File: src/rtl/rv_pkg.sv
// Shared fetch-path types: datapath widths, reset PC default, fetch FSM encoding.
// Latency: n/a (types and constants only).
// Backpressure: n/a.
package rv_pkg;

  localparam int XLEN = 32;
  localparam int ILEN = 32;

  localparam logic [XLEN-1:0] RESET_PC_DEFAULT = 32'h0000_0000;

  // IDLE: no request; REQ: fetching at fetch_pc; DROP: waiting out a stale request.
  typedef enum logic [1:0] {
    IDLE = 2'd0,
    REQ  = 2'd1,
    DROP = 2'd2
  } fetch_state_e;

  // One buffered fetch result: the word and the PC it came from.
  typedef struct packed {
    logic [XLEN-1:0] pc;
    logic [ILEN-1:0] instr;
  } fetch_entry_t;

  // Next sequential word address; wraps modulo 2^XLEN.
  function automatic logic [XLEN-1:0] pc_step(input logic [XLEN-1:0] pc);
    return pc + XLEN'(4);
  endfunction

endpackage

File: src/rtl/ifq_fifo.sv
// Synchronous FIFO with flush; head data read combinationally from storage.
// Latency: a push is visible at the head the cycle after it is written.
// Backpressure: push accepted when not full or when popping; pop from empty ignored.
module ifq_fifo #(
  parameter int WIDTH = 64,
  parameter int DEPTH = 2
) (
  input  logic                     clk,
  input  logic                     reset,
  input  logic                     i_flush,
  input  logic                     i_push,
  input  logic [WIDTH-1:0]         i_push_dat,
  input  logic                     i_pop,
  output logic [WIDTH-1:0]         o_head_dat,
  output logic [$clog2(DEPTH):0]   o_count,
  output logic                     o_full,
  output logic                     o_empty
);

  localparam int PW = $clog2(DEPTH);
  localparam int CW = PW + 1;

  logic [WIDTH-1:0] r_mem [DEPTH];
  logic [PW-1:0]    r_wr_ptr;
  logic [PW-1:0]    r_rd_ptr;
  logic [CW-1:0]    r_count;
  logic             w_pop;
  logic             w_push;

  assign o_empty    = (r_count == '0);
  assign o_full     = (r_count == CW'(DEPTH));
  assign o_count    = r_count;
  assign o_head_dat = r_mem[r_rd_ptr];

  // A full FIFO can still take a push when the head leaves in the same cycle.
  assign w_pop  = i_pop && !o_empty;
  assign w_push = i_push && (!o_full || w_pop);

  // Pointer and occupancy update; flush empties without touching storage.
  always_ff @(posedge clk) begin
    if (!reset) begin
      r_wr_ptr <= '0;
      r_rd_ptr <= '0;
      r_count  <= '0;
    end else if (i_flush) begin
      r_wr_ptr <= '0;
      r_rd_ptr <= '0;
      r_count  <= '0;
    end else begin
      if (w_push) r_wr_ptr <= r_wr_ptr + PW'(1);
      if (w_pop)  r_rd_ptr <= r_rd_ptr + PW'(1);
      r_count <= r_count + CW'(w_push) - CW'(w_pop);
    end
  end

  // Storage write; contents are don't-care until the pointers cover them.
  always_ff @(posedge clk) begin
    if (reset && !i_flush && w_push) begin
      r_mem[r_wr_ptr] <= i_push_dat;
    end
  end

  // Upstream only requests when a slot is guaranteed, so this never fires.
  a_no_overflow: assert property (@(posedge clk) disable iff (!reset)
    !(i_push && !i_flush && o_full && !w_pop));

endmodule

File: src/rtl/ifetch_queue.sv
// Fetch stage: owns the PC, issues single-outstanding word requests, buffers results.
// Latency: first request 1 cycle after reset release, first instruction 1 cycle later.
// Backpressure: stops requesting when the buffer has no free slot; redirect flushes.
module ifetch_queue
  import rv_pkg::*;
#(
  parameter logic [XLEN-1:0] RESET_PC = RESET_PC_DEFAULT,
  parameter int              DEPTH    = 2
) (
  input  logic            clk,
  input  logic            reset,
  output logic            imem_req,
  output logic [XLEN-1:0] imem_addr,
  input  logic            imem_ready,
  input  logic [ILEN-1:0] imem_rdata,
  input  logic            redirect,
  input  logic [XLEN-1:0] redirect_pc,
  output logic            instr_valid,
  output logic [ILEN-1:0] instr,
  output logic [XLEN-1:0] instr_pc,
  output logic [XLEN-1:0] instr_pcplus4,
  input  logic            instr_ready
);

  localparam int              CW      = $clog2(DEPTH) + 1;
  localparam logic [CW:0]     DEPTH_W = (CW+1)'(DEPTH);

  fetch_state_e    r_state;
  fetch_state_e    w_state_nxt;
  logic [XLEN-1:0] r_fetch_pc;
  logic [XLEN-1:0] w_fetch_pc_nxt;
  logic [XLEN-1:0] r_addr;
  logic [XLEN-1:0] w_addr_nxt;
  logic            r_req;

  logic [XLEN-1:0] w_target;
  logic            w_xfer;
  logic            w_push;
  logic            w_pop;
  logic            w_flush;
  logic [CW-1:0]   w_count;
  logic [CW:0]     w_count_after;
  logic            w_full;
  logic            w_empty;
  fetch_entry_t    w_push_dat;
  fetch_entry_t    w_head;

  assign w_target = redirect_pc & ~XLEN'(3);
  assign w_xfer   = r_req && imem_ready;

  // Redirect squashes both the incoming word and any pop of the doomed head.
  assign w_flush  = redirect;
  assign w_push   = (r_state == REQ) && w_xfer && !redirect;
  assign w_pop    = !w_empty && instr_ready && !redirect;

  assign w_push_dat.pc    = r_fetch_pc;
  assign w_push_dat.instr = imem_rdata;

  assign w_count_after = {1'b0, w_count} + {{CW{1'b0}}, w_push} - {{CW{1'b0}}, w_pop};

  ifq_fifo #(
    .WIDTH ($bits(fetch_entry_t)),
    .DEPTH (DEPTH)
  ) u_fifo (
    .clk        (clk),
    .reset      (reset),
    .i_flush    (w_flush),
    .i_push     (w_push),
    .i_push_dat (w_push_dat),
    .i_pop      (w_pop),
    .o_head_dat (w_head),
    .o_count    (w_count),
    .o_full     (w_full),
    .o_empty    (w_empty)
  );

  // Next state, next PC and next request address; the address only moves when
  // no request is left dangling, so it stays stable across a stall.
  always_comb begin
    w_state_nxt    = r_state;
    w_fetch_pc_nxt = r_fetch_pc;
    w_addr_nxt     = r_addr;
    if (redirect) begin
      w_fetch_pc_nxt = w_target;
      if (r_state == IDLE || w_xfer) begin
        w_state_nxt = REQ;
        w_addr_nxt  = w_target;
      end else begin
        w_state_nxt = DROP;
      end
    end else begin
      case (r_state)
        IDLE: begin
          if (!w_full) begin
            w_state_nxt = REQ;
            w_addr_nxt  = r_fetch_pc;
          end
        end
        REQ: begin
          if (w_xfer) begin
            w_fetch_pc_nxt = pc_step(r_fetch_pc);
            w_addr_nxt     = pc_step(r_fetch_pc);
            w_state_nxt    = (w_count_after < DEPTH_W) ? REQ : IDLE;
          end
        end
        DROP: begin
          if (w_xfer) begin
            w_state_nxt = REQ;
            w_addr_nxt  = r_fetch_pc;
          end
        end
        default: w_state_nxt = IDLE;
      endcase
    end
  end

  // Fetch state, PC and registered request outputs.
  always_ff @(posedge clk) begin
    if (!reset) begin
      r_state    <= IDLE;
      r_fetch_pc <= RESET_PC;
      r_addr     <= RESET_PC;
      r_req      <= 1'b0;
    end else begin
      r_state    <= w_state_nxt;
      r_fetch_pc <= w_fetch_pc_nxt;
      r_addr     <= w_addr_nxt;
      r_req      <= (w_state_nxt != IDLE);
    end
  end

  assign imem_req  = r_req;
  assign imem_addr = r_addr;

  // Head fields read as zero while empty so decode never sees stale storage.
  assign instr_valid   = !w_empty;
  assign instr         = instr_valid ? w_head.instr : '0;
  assign instr_pc      = instr_valid ? w_head.pc : '0;
  assign instr_pcplus4 = instr_valid ? pc_step(w_head.pc) : '0;

endmodule
File: config.mk
export PLATFORM = sky130hd
export DESIGN_NAME = ifetch_queue
export DESIGN_NICKNAME = d
export VERILOG_FILES = /design/src/rtl/rv_pkg.sv /design/src/rtl/ifq_fifo.sv /design/src/rtl/ifetch_queue.sv
export SDC_FILE = /design/constraint.sdc
export NUM_CORES = 1
export LEC_CHECK = 0
export CAP_MARGIN = 0
export CORE_MARGIN = 5
export CORE_UTILIZATION = 52
export DETAILED_ROUTE_END_ITERATION = 10
export MAX_ROUTING_LAYER = met4
export PLACE_DENSITY_LB_ADDON = 0.08
export SETUP_SLACK_MARGIN = 0.4
export SLEW_MARGIN = 15
export SYNTH_ARGS = -nofsm -noshare
export SYNTH_HDL_FRONTEND = slang
export SYNTH_HIERARCHICAL = 1
export SYNTH_SLANG_ARGS = --single-unit
File: constraint.sdc
create_clock -name clk -period 5.4 [get_ports clk]
set_input_delay 0.81 -clock clk [delete_from_list [all_inputs] [get_ports clk]]
set_output_delay 0.81 -clock clk [all_outputs]
set_load 0.03 [all_outputs]
## After elaboration in Yosys (flattened, before gate mapping)

Memories as Yosys holds them, arrays and structs flattened. A register that Yosys moved wholly into a read port is not among the register bits.
Index checks and enable logic that the tools add are counted.

- Register bits: 71
- Bits in latches: 0
- RAM bits: 128
- Memory bits (read-only): 0
- Input bits: 69
- Output and inout port bits: 130
- Logic and storage cells: 73
- Memories kept: 1

- $add $sub $neg: 8
- Multipliers: 0
- Div/mod/pow operators: 0
- $lt $le $gt $ge: 1
- Equal/unequal tests: 7
- Shift operators: 0
- Multiplexer cells: 23
- Bitwise gates (word level): 1
- Reductions and logical operators: 24

Memories:

| memory | words | bits a word | read ports | clocked after memory_dff | wr ports | line | source |
|---|---|---|---|---|---|---|---|
| u_fifo.r_mem | 2 | 64 | 1 | 1 | 1 | ifq_fifo.sv:23 | `logic [WIDTH-1:0] r_mem [DEPTH];` |

Operators with widths:

| cell | number |
|---|---|
| $mux W32 | 11 |
| $pmux W32 S3 | 1 |
| $add A32 B3 Y32 const B | 2 |
| $mux W2 | 5 |
| $logic_and A1 B1 Y1 | 9 |
| $ne A3 B3 Y1 const B | 3 |
| $pmux W2 S3 | 1 |
| $reduce_bool A2 Y1 | 3 |
| $mux W1 | 5 |
| $reduce_and A5 Y1 | 1 |
| $eq A2 B2 Y1 const B | 2 |
| $logic_not A2 Y1 | 2 |
| $reduce_and A2 Y1 | 2 |
| $reduce_bool A4 Y1 | 1 |
| $add A2 B1 Y3 | 1 |
| $logic_not A1 Y1 | 3 |
| $lt A3 B2 Y1 const B | 1 |
| $sub A3 B1 Y3 | 1 |
| $add A1 B1 Y1 const B | 2 |
| $add A2 B1 Y2 | 1 |
| $eq A2 B1 Y1 const B | 1 |
| $logic_or A1 B1 Y1 | 2 |
| $ne A2 B1 Y1 const B | 1 |
| $reduce_or A2 Y1 | 1 |
| other kinds (2) | 2 |

## Logic depth before layout (Yosys ltp)

Gate-level depths: netlist (run 1).

- Depth after elaboration: 11
- Depth in mapped cells: 12
- Mapped depth without buffers: 11

## By module

The synthesis (run 1) kept the hierarchy.

By module, submodules not included:

| module | instances | cells each | area each (µm²) | seq. area each (µm²) |
|---|---|---|---|---|
| ifetch_queue | 1 | 682 | 5014.8 | 1261.2 |
| ifq_fifo | 1 | 230 | 4874.7 | 3943.8 |

## Worst setup path after synthesis (run 1)

Ideal clock, no wire load.

- Path type: in2reg
- From: input redirect
- To: memory u_fifo.r_mem[0][0], enable pin
- Library setup time: 486 ps
- Data arrival time: 4338 ps
- Required time: 4914 ps
- Setup slack: 576 ps
- Cell stages on the path: 6
- Path buffers: 1
- Cells stage by stage: inv_1 -> clkbuf_1 -> and3_1 -> or3b_1 -> nand3_1 -> nor2_1

- Longest elaborated chain between the ends: 8
- Elaborated cells on any way between the ends: 10
- Those cells by class: 2 x mux; 8 x reduce/logical

RTL lines:

| item | line | source |
|---|---|---|
| start: declaration | ifetch_queue.sv:16 | `input logic redirect,` |
| $logic_not A1 Y1 | ifetch_queue.sv:54 | `assign w_pop = !w_empty && instr_ready && !redirect;` |
| $logic_and A1 B1 Y1 | ifetch_queue.sv:54 |  |
| named net w_pop | ifetch_queue.sv:39 | `logic w_pop;` |
| $logic_and A1 B1 Y1 | ifq_fifo.sv:36 | `assign w_pop = i_pop && !o_empty;` |
| $logic_or A1 B1 Y1 | ifq_fifo.sv:37 | `assign w_push = i_push && (!o_full \|\| w_pop);` |
| $logic_and A1 B1 Y1 | ifq_fifo.sv:37 |  |
| $logic_and A1 B1 Y1 | ifq_fifo.sv:58 | `if (reset && !i_flush && w_push) begin` |
| $mux W1 | ifq_fifo.sv:58 |  |
| $mux W1 (not written as such) | ifq_fifo.sv:59 | `r_mem[r_wr_ptr] <= i_push_dat;` |
| end: declaration | ifq_fifo.sv:23 |  |

The timed path passes the listed nets, and every way through them passes these cells.

==> flow_metrics.py, run 1 <==
metrics = {
    "detailed_routing": {
        "ant_nets": 0,
        "detail_route.wirelength_microns": 23900,
        "vias": 7466,
        "drc": 0,
        "post_drt_via_cell_ratio": 5.63,
        "initialDrtViolationCount": 559,
        "dr.pass1.iters": 5,
        "routed_length_per_instance_microns": 18.0,
    },
    "die": {
        "die-area_sq_um": 21900,
        "core_area_sq_um": 18700,
        "die_width_microns": 148,
        "initial_core_util_pct": 52.9,
        "dieHeight_microns": 148,
        "rows": 50,
        "io-pin-count": 199,
    },
    "placement": {
        "place_hpwl_microns": 16800,
        "numPortBuffers": 194,
        "place.gp.congestion": 0.918,
    },
    "setup_path": {
        "startpoint_type": "register",
        "timing.critical_path.fanout_max": 30,
        "crit_chain": "buf_4, mux2_2, and3_1, and3_1, nand4_1, or4_1, nand2_1, clkdlybuf4s50_1",
        "timing.critical_path.mode_cell": "sky130_fd_sc_hd__and3_1",
        "worstReg2RegStart": "r_state[0]",
        "ff2ff_setup_slack_ns": 2.05,
        "setup.worst_path.class": "register to primary output",
        "worst_ep_required_time_ns": 4.59,
        "arrival_ns": 3.59,
        "worstSetupEndpointType": "primary output",
        "critical-path-max-stage-delay_ns": 0.68,
        "reg2reg_depth": 6,
        "endpoint_of_the_worst_slack_reg_to_reg_timing_path": "u_fifo/r_mem[0][25]",
        "timing.critical_path.slowest_stage_cell": "sky130_fd_sc_hd__clkdlybuf4s50_1",
    },
    "min_path": {
        "worst_hold_path_cell_count": 2,
        "hold_path.startpoint": "imem_addr[2]",
        "hold_end": "imem_addr[2]",
        "hold_class": "register to register",
    },
    "timing": {
        "final_period_minus_worst_setup_slack_ns": 4.40,
        "clock.fmax_ghz": 0.227,
        "hold_violations": 0,
        "setup_viol": 0,
        "grt_setup_unrepaired": "false",
        "timing.hold.ws_ns": 0.456,
        "slew_violations": 0,
        "timing.setup.tns_ns": 0,
        "clock-skew-final_ns": 0.0102,
        "tightest_slew_ns": 0.929,
        "final.period_utilization_pct": 81.5,
        "relSlewSlack_pct": 37.9,
    },
    "logic_synthesis": {
        "synth-seq-area-share_pct": 52.6,
        "synth_top_cell_area_share_pct": 38.9,
        "synth_cell_type_count": 73,
        "syn_area_per_cell_sq_um": 10.8,
        "synth_top_flop_cell": "sky130_fd_sc_hd__edfxtp_1",
        "netlist_area_sq_um": 9890,
        "synth_register_bits": 196,
        "ys_top_cells_by_area": "sky130_fd_sc_hd__edfxtp_1 39%, sky130_fd_sc_hd__dfxtp_1 14%, sky130_fd_sc_hd__mux2_2 7.4%",
        "netlist_instances": 912,
        "ys.warnings.count": 6,
        "count_of_flip_flops_with_a_built_in_enable_after_synthesis": 128,
        "yosys.area.top_type": "sky130_fd_sc_hd__edfxtp_1",
        "async_flop_share_pct": 0,
    },
    "power_and_ir_drop": {
        "power.density_nw_per_um2": 267,
        "report.power.total_w": 0.00334,
        "worst_ir_drop_vdd_mv": 0.226,
        "cellLeakagePower_nw": 4.08,
    },
    "clocking": {
        "cts_hold_buf": 0,
        "post-cts-setup-buffers": 0,
        "post_cts_resize_count": 0,
        "cts_buffers": 17,
        "numClockSinks": 196,
        "clk_root_buffer_cell": "sky130_fd_sc_hd__clkbuf_16",
        "clk_pin_slew_worst_paths_ns": 0.08,
        "clock_path_buffers": 2,
        "h-tree-depth": 4,
        "clk-insertion-delay-late_ns": 0.43,
        "tritoncts": "yes",
    },
    "layout": {
        "layout_cell_share_with_drive_strength_beyond_1_pct": 12.2,
        "n_fill_cell": 1489,
        "ff_latch_area_sq_um": 5210,
        "design.final.nets": 1153,
        "layout_common_cells": "193 x sky130_fd_sc_hd__clkdlybuf4s50_1, 128 x sky130_fd_sc_hd__edfxtp_1, 67 x sky130_fd_sc_hd__nand2_1, 67 x sky130_fd_sc_hd__nor2b_1, 67 x sky130_fd_sc_hd__dfxtp_1",
        "multi_input_area_sq_um": 4330,
        "final_util_pct": 66.9,
        "final_common_cell": "sky130_fd_sc_hd__clkdlybuf4s50_1",
        "antennaDiodeCount": 0,
        "areaGrowthSynthToFinish_pct": 26.5,
    },
    "status": {
        "result_of_the_run": "finished clean",
    },
    "global_routing": {
        "grt_antenna_before_repair": 0,
        "grt_overflow_total": 0,
        "grt_max_degree": 65,
        "global_route.usage.total_pct": 22.5,
        "first_global_vias": 6998,
        "grt_first_pass_wirelength_microns": 38300,
    },
    "run": {
        "max_cap_violations": 0,
    },
}
-- critical path: cells and delay by family (launching register included) --
family	cells	cell delay, ns
AND/OR/NAND/NOR	5	1.19
buffers and inverters	2	1.13
multiplexers	1	0.29
flip-flops	1	0.55
-- report_power, final --
group | total, W | internal (W) | switching [W] | leakage (nW)
Sequential | 0.00171 | 0.00164 | 0.0000628 | 1.72
Clock | 0.00125 | 0.000658 | 0.000593 | 0.283
Combinational | 0.000384 | 0.000167 | 0.000217 | 2.08
Total | 0.00334 | 0.00247 | 0.000873 | 4.08
-- worst max path at each step --
| stage | from | to | slack [ns] |
|---|---|---|---|
| after floorplan | redirect | u_fifo/r_mem[0][0] | 0.58 |
| after global placement | register | instr_pcplus4[29] | 1.44 |
| after detailed placement | register | instr_pcplus4[29] | 1.41 |
| after CTS | register | instr_pcplus4[29] | 0.95 |
| after global routing | register | instr_pcplus4[30] | 0.82 |
| final | register | instr_pcplus4[29] | 1.0 |
-- synth_stat cells (5+ instances only) --
library cell / n
sky130_fd_sc_hd__a21oi_1: 41
sky130_fd_sc_hd__a31oi_1: 6
sky130_fd_sc_hd__and2_1: 5
sky130_fd_sc_hd__and3_1: 8
sky130_fd_sc_hd__and4_1: 7
sky130_fd_sc_hd__buf_1: 5
sky130_fd_sc_hd__buf_2: 6
sky130_fd_sc_hd__buf_4: 11
sky130_fd_sc_hd__clkbuf_1: 35
sky130_fd_sc_hd__dfxtp_1: 68
sky130_fd_sc_hd__edfxtp_1: 128
sky130_fd_sc_hd__inv_1: 14
sky130_fd_sc_hd__mux2_2: 65
sky130_fd_sc_hd__nand2_1: 67
sky130_fd_sc_hd__nand2b_1: 20
sky130_fd_sc_hd__nand3_1: 44
sky130_fd_sc_hd__nand4_1: 16
sky130_fd_sc_hd__nor2_1: 55
sky130_fd_sc_hd__nor2b_1: 67
sky130_fd_sc_hd__nor3_1: 21
sky130_fd_sc_hd__nor4_1: 15
sky130_fd_sc_hd__o211ai_1: 6
sky130_fd_sc_hd__o21ai_0: 38
sky130_fd_sc_hd__o311ai_0: 5
sky130_fd_sc_hd__o31a_1: 8
sky130_fd_sc_hd__or3_1: 8
sky130_fd_sc_hd__xnor2_1: 39
sky130_fd_sc_hd__xor2_1: 25
-- layer usage --
| layer | wire length (microns) | vias up | track usage [%] |
|---|---|---|---|
| met5 | 0 | - | - |
| met4 | 414 | 0 | 7.11 |
| met3 | 1360 | 35 | 3.53 |
| met2 | 10600 | 246 | 32.7 |
| met1 | 11500 | 3533 | 32.6 |
| li1 | - | 3652 | - |
-- flip-flops by register name, indices dropped and copies added (netlist names), named ones only --
register / count
r_state: 2
u_fifo/r_wr_ptr: 1
imem_addr: 30
r_fetch_pc: 30
u_fifo/o_count: 2
u_fifo/r_rd_ptr: 1
imem_req: 1
u_fifo/r_mem: 128
-- layout make-up --
cell class / count / area share (%)
inverters: 14 / 0.420
clock buffers: 17 / 3.40
clock inverters: 15 / 1.28
multi-input cells: 644 / 34.6
repair buffers: 206 / 16.3
well taps: 234 / 2.34
flip-flops and latches: 196 / 41.6
-- stage by stage --
step           setup slack, ns  instance area, sq um  instances
5_1_grt                  0.823                 12500       1326
2_1_floorplan            0.576                  9910        917
4_1_cts                  0.946                 12500       1326
3_3_place_gp              1.44                 11900       1294
6_report                  1.00                 12500       1326
3_5_place_dp              1.41                 11900       1294
-- cells by family after synthesis --
family,count (synthesis),synth area share (%)
AOI/OAI and AO/OA,139,8.95
adders and majority gates,5,0.709
muxes,68,7.70
buffers and inverters,77,3.97
other,1,0.0379
DFF,196,52.6
xor gates and xnor gates,64,5.67
and+or+nand+nor,362,20.3
(Power assumes the default switching activity.)
==> inputs of run 2 (changes only) <==
--- a/config.mk
+++ b/config.mk
@@ -7,7 +7,7 @@
 export LEC_CHECK = 0
 export CAP_MARGIN = 0
 export CORE_MARGIN = 5
-export CORE_UTILIZATION = 52
+export CORE_UTILIZATION = 47
 export DETAILED_ROUTE_END_ITERATION = 10
 export MAX_ROUTING_LAYER = met4
 export PLACE_DENSITY_LB_ADDON = 0.08
==> constraint.sdc (replaced) <==
create_clock -name clk -period 4 [get_ports clk]
set_input_delay 0.6 -clock clk [delete_from_list [all_inputs] [get_ports clk]]
set_output_delay 0.6 -clock clk [all_outputs]
set_load 0.03 [all_outputs]
==> run 2 against run 1 <==
  * Sequential power up 35%
  * Register-to-register slack worse by 0.78 ns
  * Final cell count up 4.0%
  * Clock-buffer cell count unchanged
  * Highest routed layer unchanged
==> flow_metrics.py, run 2 (synthesis gave the netlist of run 1 again) <==
metrics = {
    "placement": {
        "place.gp.congestion": 0.891,
        "placedCellCount": 1340,
        "place_hpwl_microns": 17100,
        "numPortBuffers": 194,
    },
    "clocking": {
        "clk-insertion-delay-late_ns": 0.45,
        "cts_buffers": 17,
        "clk_root_buffer_cell": "sky130_fd_sc_hd__clkbuf_16",
        "clk_pin_slew_worst_paths_ns": 0.08,
        "numClockSinks": 196,
        "clock_path_buffers": 2,
        "cts_hold_buf": 0,
        "tritoncts": "yes",
        "h-tree-depth": 4,
    },
    "power_and_ir_drop": {
        "power.density_nw_per_um2": 354,
        "worst_ir_drop_vdd_mv": 0.268,
        "cellLeakagePower_nw": 4.18,
    },
    "detailed_routing": {
        "post_drt_via_cell_ratio": 5.44,
        "ant_nets": 0,
        "detail_route.wirelength_microns": 24500,
        "vias": 7505,
        "dr.pass1.iters": 5,
        "drc": 0,
        "initialDrtViolationCount": 717,
        "routed_length_per_instance_microns": 17.8,
    },
    "die": {
        "initial_core_util_pct": 47.3,
        "dieHeight_microns": 155,
        "rows": 53,
        "core_area_sq_um": 20900,
        "die_width_microns": 155,
        "io-pin-count": 199,
        "die-area_sq_um": 24000,
    },
    "timing": {
        "clock.fmax_ghz": 0.283,
        "grt_setup_unrepaired": "true",
        "final_period_minus_worst_setup_slack_ns": 3.53,
        "timing.setup.tns_ns": 0,
        "clock-skew-final_ns": 0.0234,
        "relSlewSlack_pct": 41.9,
        "setup_viol": 0,
        "final.period_utilization_pct": 88.2,
        "hold_violations": 0,
        "tightest_slew_ns": 0.865,
        "slew_violations": 0,
    },
    "global_routing": {
        "grt_first_pass_wirelength_microns": 38800,
        "global_route.usage.total_pct": 20.8,
        "grt_antenna_before_repair": 0,
        "grt_max_degree": 65,
        "grt_overflow_total": 0,
        "first_global_vias": 7116,
    },
    "layout": {
        "final_common_cell": "sky130_fd_sc_hd__clkdlybuf4s50_1",
        "largest_reg_flops": 128,
        "layout_common_cells": "179 x sky130_fd_sc_hd__clkdlybuf4s50_1, 128 x sky130_fd_sc_hd__edfxtp_1, 67 x sky130_fd_sc_hd__nand2_1, 67 x sky130_fd_sc_hd__nor2b_1, 67 x sky130_fd_sc_hd__dfxtp_1",
        "max_flop_register": "u_fifo/r_mem",
        "instances_no_fill": 1379,
        "final_util_pct": 60.5,
        "design.final.nets": 1165,
        "areaGrowthSynthToFinish_pct": 27.8,
        "layout_cell_share_with_drive_strength_beyond_1_pct": 13.7,
        "antennaDiodeCount": 0,
    },
    "setup_path": {
        "critical_path.n_buffers_inverters": 2,
        "critical-path-max-stage-delay_ns": 0.46,
        "timing.critical_path.slowest_stage_cell": "sky130_fd_sc_hd__or4_1",
        "worstSetupEndpointType": "primary output",
        "setup.worst_path.class": "register to primary output",
        "ff2ff_setup_slack_ns": 1.27,
        "worst_ep_required_time_ns": 3.40,
        "startpoint_type": "register",
        "crit_chain": "buf_4, mux2_2, and4_2, and4_4, nand4_1, or4_1, nand2_1, clkdlybuf4s15_1",
        "timing.critical_path.fanout_max": 11,
        "critPathTopFamily": "simple AND/OR/NAND/NOR gates",
        "arrival_ns": 2.93,
    },
    "run": {
        "max_cap_violations": 0,
    },
    "min_path": {
        "hold_class": "register to register",
    },
    "status": {
        "result_of_the_run": "finished clean",
    },
}
==> run 2: cell types whose count changed in the layout (fill, tap and decap cells not counted), sizes merged <==
| cell | change |
|---|---|
| buf | +12 |
| clkdlybuf4s50 | -14 |
| clkbuf | +3 |
| clkdlybuf4s15 | +4 |
| bufinv | -1 |
| clkinv | +1 |
| dlygate4sd2 | +7 |
==> run 2: metal layers <==
layer | up-vias | GRT usage, % | share of wire, %
met5 | - | - | 0
met4 | 0 | 5.00 | 1.1
met3 | 21 | 3.31 | 6.0
met2 | 263 | 31.5 | 45
met1 | 3547 | 29.6 | 47
li1 | 3674 | - | -
==> run 2: final timing paths <==
check / cells past startpoint / end / from
worst max-delay path: 8 / instr_pcplus4[29] / register
worst min-delay path: 2 / imem_addr[15] / imem_addr[15]
worst max register to register: 11 / imem_req / u_fifo/o_count[1]
worst min register to register: 2 / imem_addr[15] / imem_addr[15]
==> run 2: layout make-up <==
type,instances,area [sq um]
inverter,14,52.6
fill,1798,8250
clock inverter,15,141
clock buffer,17,425
multi-input combinational,644,4340
tap,275,344
timing repair buffer,218,2130
sequential,196,5210
==> run 2: per-stage QoR <==
| stage | cell area [sq um] | hold slack [ns] | setup WS [ns] | power [W] |
|---|---|---|---|---|
| after detailed placement | 12000 | 0.448 | 0.326 | 0.00287 |
| final | 12600 | 0.457 | 0.473 | 0.00448 |
| after CTS | 12600 | 0.456 | 0.380 | 0.00451 |
| after global placement | 12000 | 0.439 | 0.338 | 0.00287 |
| after global routing | 12600 | 0.489 | 0.368 | 0.00464 |
| after floorplan | 9910 | 0.420 | 0.380 | 0.00263 |
==> run 2: where the power goes <==
part           internal [W]  total [W]  switching, W
Combinational      0.000229   0.000530      0.000300
Clock              0.000829    0.00165      0.000818
Sequential          0.00222    0.00230     0.0000823
==> run 2: timing repair <==
action	CTS	global route
endpoints found under the setup margin	14	7
gates resized for setup	18	14
setup buffers	2	5
pin swaps	1	2
==> run 2: worst min-delay path, stage by stage (launching register included) <==
cell	delay (ns)
sky130_fd_sc_hd__dfxtp_1	0.31
sky130_fd_sc_hd__nand2_1	0.05
sky130_fd_sc_hd__a21oi_1	0.05
==> inputs of run 3 (changes only) <==
--- a/config.mk
+++ b/config.mk
@@ -5,9 +5,10 @@
 export SDC_FILE = /design/constraint.sdc
 export NUM_CORES = 1
 export LEC_CHECK = 0
-export CAP_MARGIN = 0
+export ABC_CLOCK_PERIOD_IN_PS = 4560
+export CAP_MARGIN = 20
 export CORE_MARGIN = 5
-export CORE_UTILIZATION = 47
+export CORE_UTILIZATION = 56
 export DETAILED_ROUTE_END_ITERATION = 10
 export MAX_ROUTING_LAYER = met4
 export PLACE_DENSITY_LB_ADDON = 0.08
==> constraint.sdc (replaced) <==
create_clock -name clk -period 4.56 [get_ports clk]
set_input_delay 0.684 -clock clk [delete_from_list [all_inputs] [get_ports clk]]
set_output_delay 0.684 -clock clk [all_outputs]
set_load 0.03 [all_outputs]
==> run 3 against run 2 <==
  * Clock-buffer cell count is the same
  * Design area down 0.70%
  * Highest routed layer unchanged
  * Clock skew decreased by 0.010 ns
  * Sequential power shrank 12%
  * Hold slack better by 0.0031 ns
  * Critical endpoint is now instr_pcplus4[28]
  * Critical path depth rose by 1
  * Sequential cell count unchanged
  * Sequential share of layout area is 0.29 points higher
  * Die area fell by 15%
  * Critical path type unchanged
  * Utilization grew 12 points
==> flow_metrics.py, run 3 (synthesis gave the netlist of run 1 again) <==
metrics = {
    "status": {
        "result_of_the_run": "finished clean",
    },
    "global_routing": {
        "grt_overflow_total": 0,
        "grt_max_degree": 65,
        "first_global_vias": 7148,
        "grt_antenna_before_repair": 0,
        "global_route.usage.total_pct": 24.6,
        "grt_first_pass_wirelength_microns": 38700,
    },
    "timing": {
        "final.period_utilization_pct": 85.7,
        "timing.setup.tns_ns": 0,
        "final_period_minus_worst_setup_slack_ns": 3.91,
        "tightest_slew_ns": 0.866,
        "clock.fmax_ghz": 0.256,
        "clock-skew-final_ns": 0.0132,
        "hold_violations": 0,
        "relSlewSlack_pct": 42.1,
        "grt_setup_unrepaired": "false",
        "slew_violations": 0,
        "setup_viol": 0,
        "finalWorstSetupSlack_ns": 0.651,
    },
    "clocking": {
        "clock_path_buffers": 2,
        "clk_pin_slew_worst_paths_ns": 0.08,
        "clk_root_buffer_cell": "sky130_fd_sc_hd__clkbuf_16",
        "cts_buffers": 17,
        "numClockSinks": 196,
        "clk-insertion-delay-late_ns": 0.43,
        "cts_hold_buf": 0,
        "h-tree-depth": 4,
        "tritoncts": "yes",
    },
    "setup_path": {
        "arrival_ns": 3.23,
        "startpoint_type": "register",
        "worst_ep_required_time_ns": 3.88,
        "critical_path.n_buffers_inverters": 2,
        "setup.worst_path.class": "register to primary output",
        "crit_chain": "mux2_2, ha_1, and4_1, nand4_1, buf_4, nor4_1, xnor2_1, nor2_1, clkdlybuf4s50_1",
        "timing.critical_path.fanout_max": 18,
        "worstSetupEndpointType": "primary output",
        "timing.critical_path.slowest_stage_cell": "sky130_fd_sc_hd__clkdlybuf4s50_1",
        "critical-path-max-stage-delay_ns": 0.71,
        "reg2reg_depth": 11,
        "critPathTopFamily": "buffers and inverters",
        "critical_path_cell_count": 9,
    },
    "placement": {
        "placed_instance_area_sq_um": 11900,
        "place.gp.congestion": 0.929,
        "place_hpwl_microns": 17100,
        "place_worst_setup_slack_ns": 0.690,
        "numPortBuffers": 194,
    },
    "die": {
        "die_width_microns": 143,
        "io-pin-count": 199,
        "rows": 48,
        "die-area_sq_um": 20400,
        "initial_core_util_pct": 57.2,
        "core_area_sq_um": 17300,
        "dieHeight_microns": 143,
    },
    "detailed_routing": {
        "drc": 0,
        "post_drt_via_cell_ratio": 5.71,
        "dr.pass1.iters": 5,
        "ant_nets": 0,
        "initialDrtViolationCount": 598,
        "routed_length_per_instance_microns": 18.4,
        "detail_route.wirelength_microns": 24300,
        "vias": 7531,
    },
    "power_and_ir_drop": {
        "cellLeakagePower_nw": 4.14,
        "p_clk_share_pct": 37.3,
        "sw_frac_of_total_pct": 25.9,
        "pwr-share-comb_pct": 11.5,
        "netSwitchingPower_w": 0.00102,
        "worst_ir_drop_vdd_mv": 0.296,
        "cellInternalPower_w": 0.00292,
        "seqPwrFrac_pct": 51.2,
        "power.density_nw_per_um2": 314,
        "report.power.total_w": 0.00395,
    },
    "min_path": {
        "worst_hold_path_cell_count": 2,
        "hold_class": "register to register",
    },
    "layout": {
        "max_flop_register": "u_fifo/r_mem",
        "n_fill_cell": 1308,
        "final_common_cell": "sky130_fd_sc_hd__clkdlybuf4s50_1",
        "layout_common_cells": "191 x sky130_fd_sc_hd__clkdlybuf4s50_1, 128 x sky130_fd_sc_hd__edfxtp_1, 67 x sky130_fd_sc_hd__nand2_1, 67 x sky130_fd_sc_hd__nor2b_1, 67 x sky130_fd_sc_hd__dfxtp_1",
        "layout_cell_share_with_drive_strength_beyond_1_pct": 12.3,
        "post-route-cell-area_sq_um": 12600,
        "design.final.nets": 1155,
        "antennaDiodeCount": 0,
        "largest_reg_flops": 128,
        "areaGrowthSynthToFinish_pct": 26.9,
    },
    "run": {
        "max_cap_violations": 0,
    },
}
-- run 3: path summary, 6_finish.rpt --
kind / slack (ns) / to / start
setup reg to reg: 1.41 / imem_req / u_fifo/o_count[1]
hold / removal: 0.46 / imem_addr[2] / imem_addr[2]
setup / recovery: 0.65 / instr_pcplus4[28] / register
hold reg to reg: 0.46 / imem_addr[2] / imem_addr[2]
-- run 3: worst register-to-register path, stage by stage, from the launching register on --
cell and delay, ns:
sky130_fd_sc_hd__dfxtp_1 0.43, sky130_fd_sc_hd__nor2_4 0.73, sky130_fd_sc_hd__inv_1 0.13, sky130_fd_sc_hd__and3_1 0.26, sky130_fd_sc_hd__ha_1 0.29, sky130_fd_sc_hd__nand2b_1 0.15
sky130_fd_sc_hd__fa_1 0.38, sky130_fd_sc_hd__xnor2_1 0.16, sky130_fd_sc_hd__nand3_1 0.12, sky130_fd_sc_hd__a22oi_1 0.16, sky130_fd_sc_hd__o21ai_0 0.12, sky130_fd_sc_hd__o21bai_1 0.16
-- run 3: stage by stage --
step | util [%] | instances | hold WS, ns
3_3_place_gp | 69.0 | 1285 | 0.440
3_5_place_dp | 69.0 | 1285 | 0.446
6_report | 72.6 | 1319 | 0.461
4_1_cts | 72.4 | 1317 | 0.463
2_1_floorplan | - | 917 | 0.420
5_1_grt | 72.6 | 1319 | 0.480
-- run 3: power by group through the flow --
stage | Combinational, W | Sequential (W) | Clock (W)
floorplan | 0.000215 | 0.00209 | 0
global route | 0.000490 | 0.00203 | 0.00158
finish | 0.000455 | 0.00202 | 0.00147
global placement | 0.000448 | 0.00206 | 0
detailed placement | 0.000452 | 0.00206 | 0
CTS | 0.000455 | 0.00202 | 0.00150
-- run 3: final cells by class --
cell class,count,area [sq um],area share (%)
flip-flops and latches,196,5210,41.5
multi-input cells,644,4330,34.5
repair buffers,208,2100,16.7
clock buffers,17,425,3.39
well taps,225,282,2.24
clock inverters,15,156,1.25
inverters,14,52.6,0.419
-- run 3: metal layers --
metal | vias up | share of wire, % | GRT usage (%)
met5 | - | 0 | -
met3 | 35 | 7.5 | 4.32
met4 | 0 | 2.0 | 7.45
met2 | 303 | 45 | 36.4
met1 | 3546 | 46 | 34.8
li1 | 3647 | - | -
-- run 3: what timing repair did --
action / in CTS / in global routing
endpoints found under the setup margin: 7 / 9
cloned: 0 / 0
pin swaps: 0 / 1
buffers inserted: 0 / 2
gates resized for setup: 2 / 5
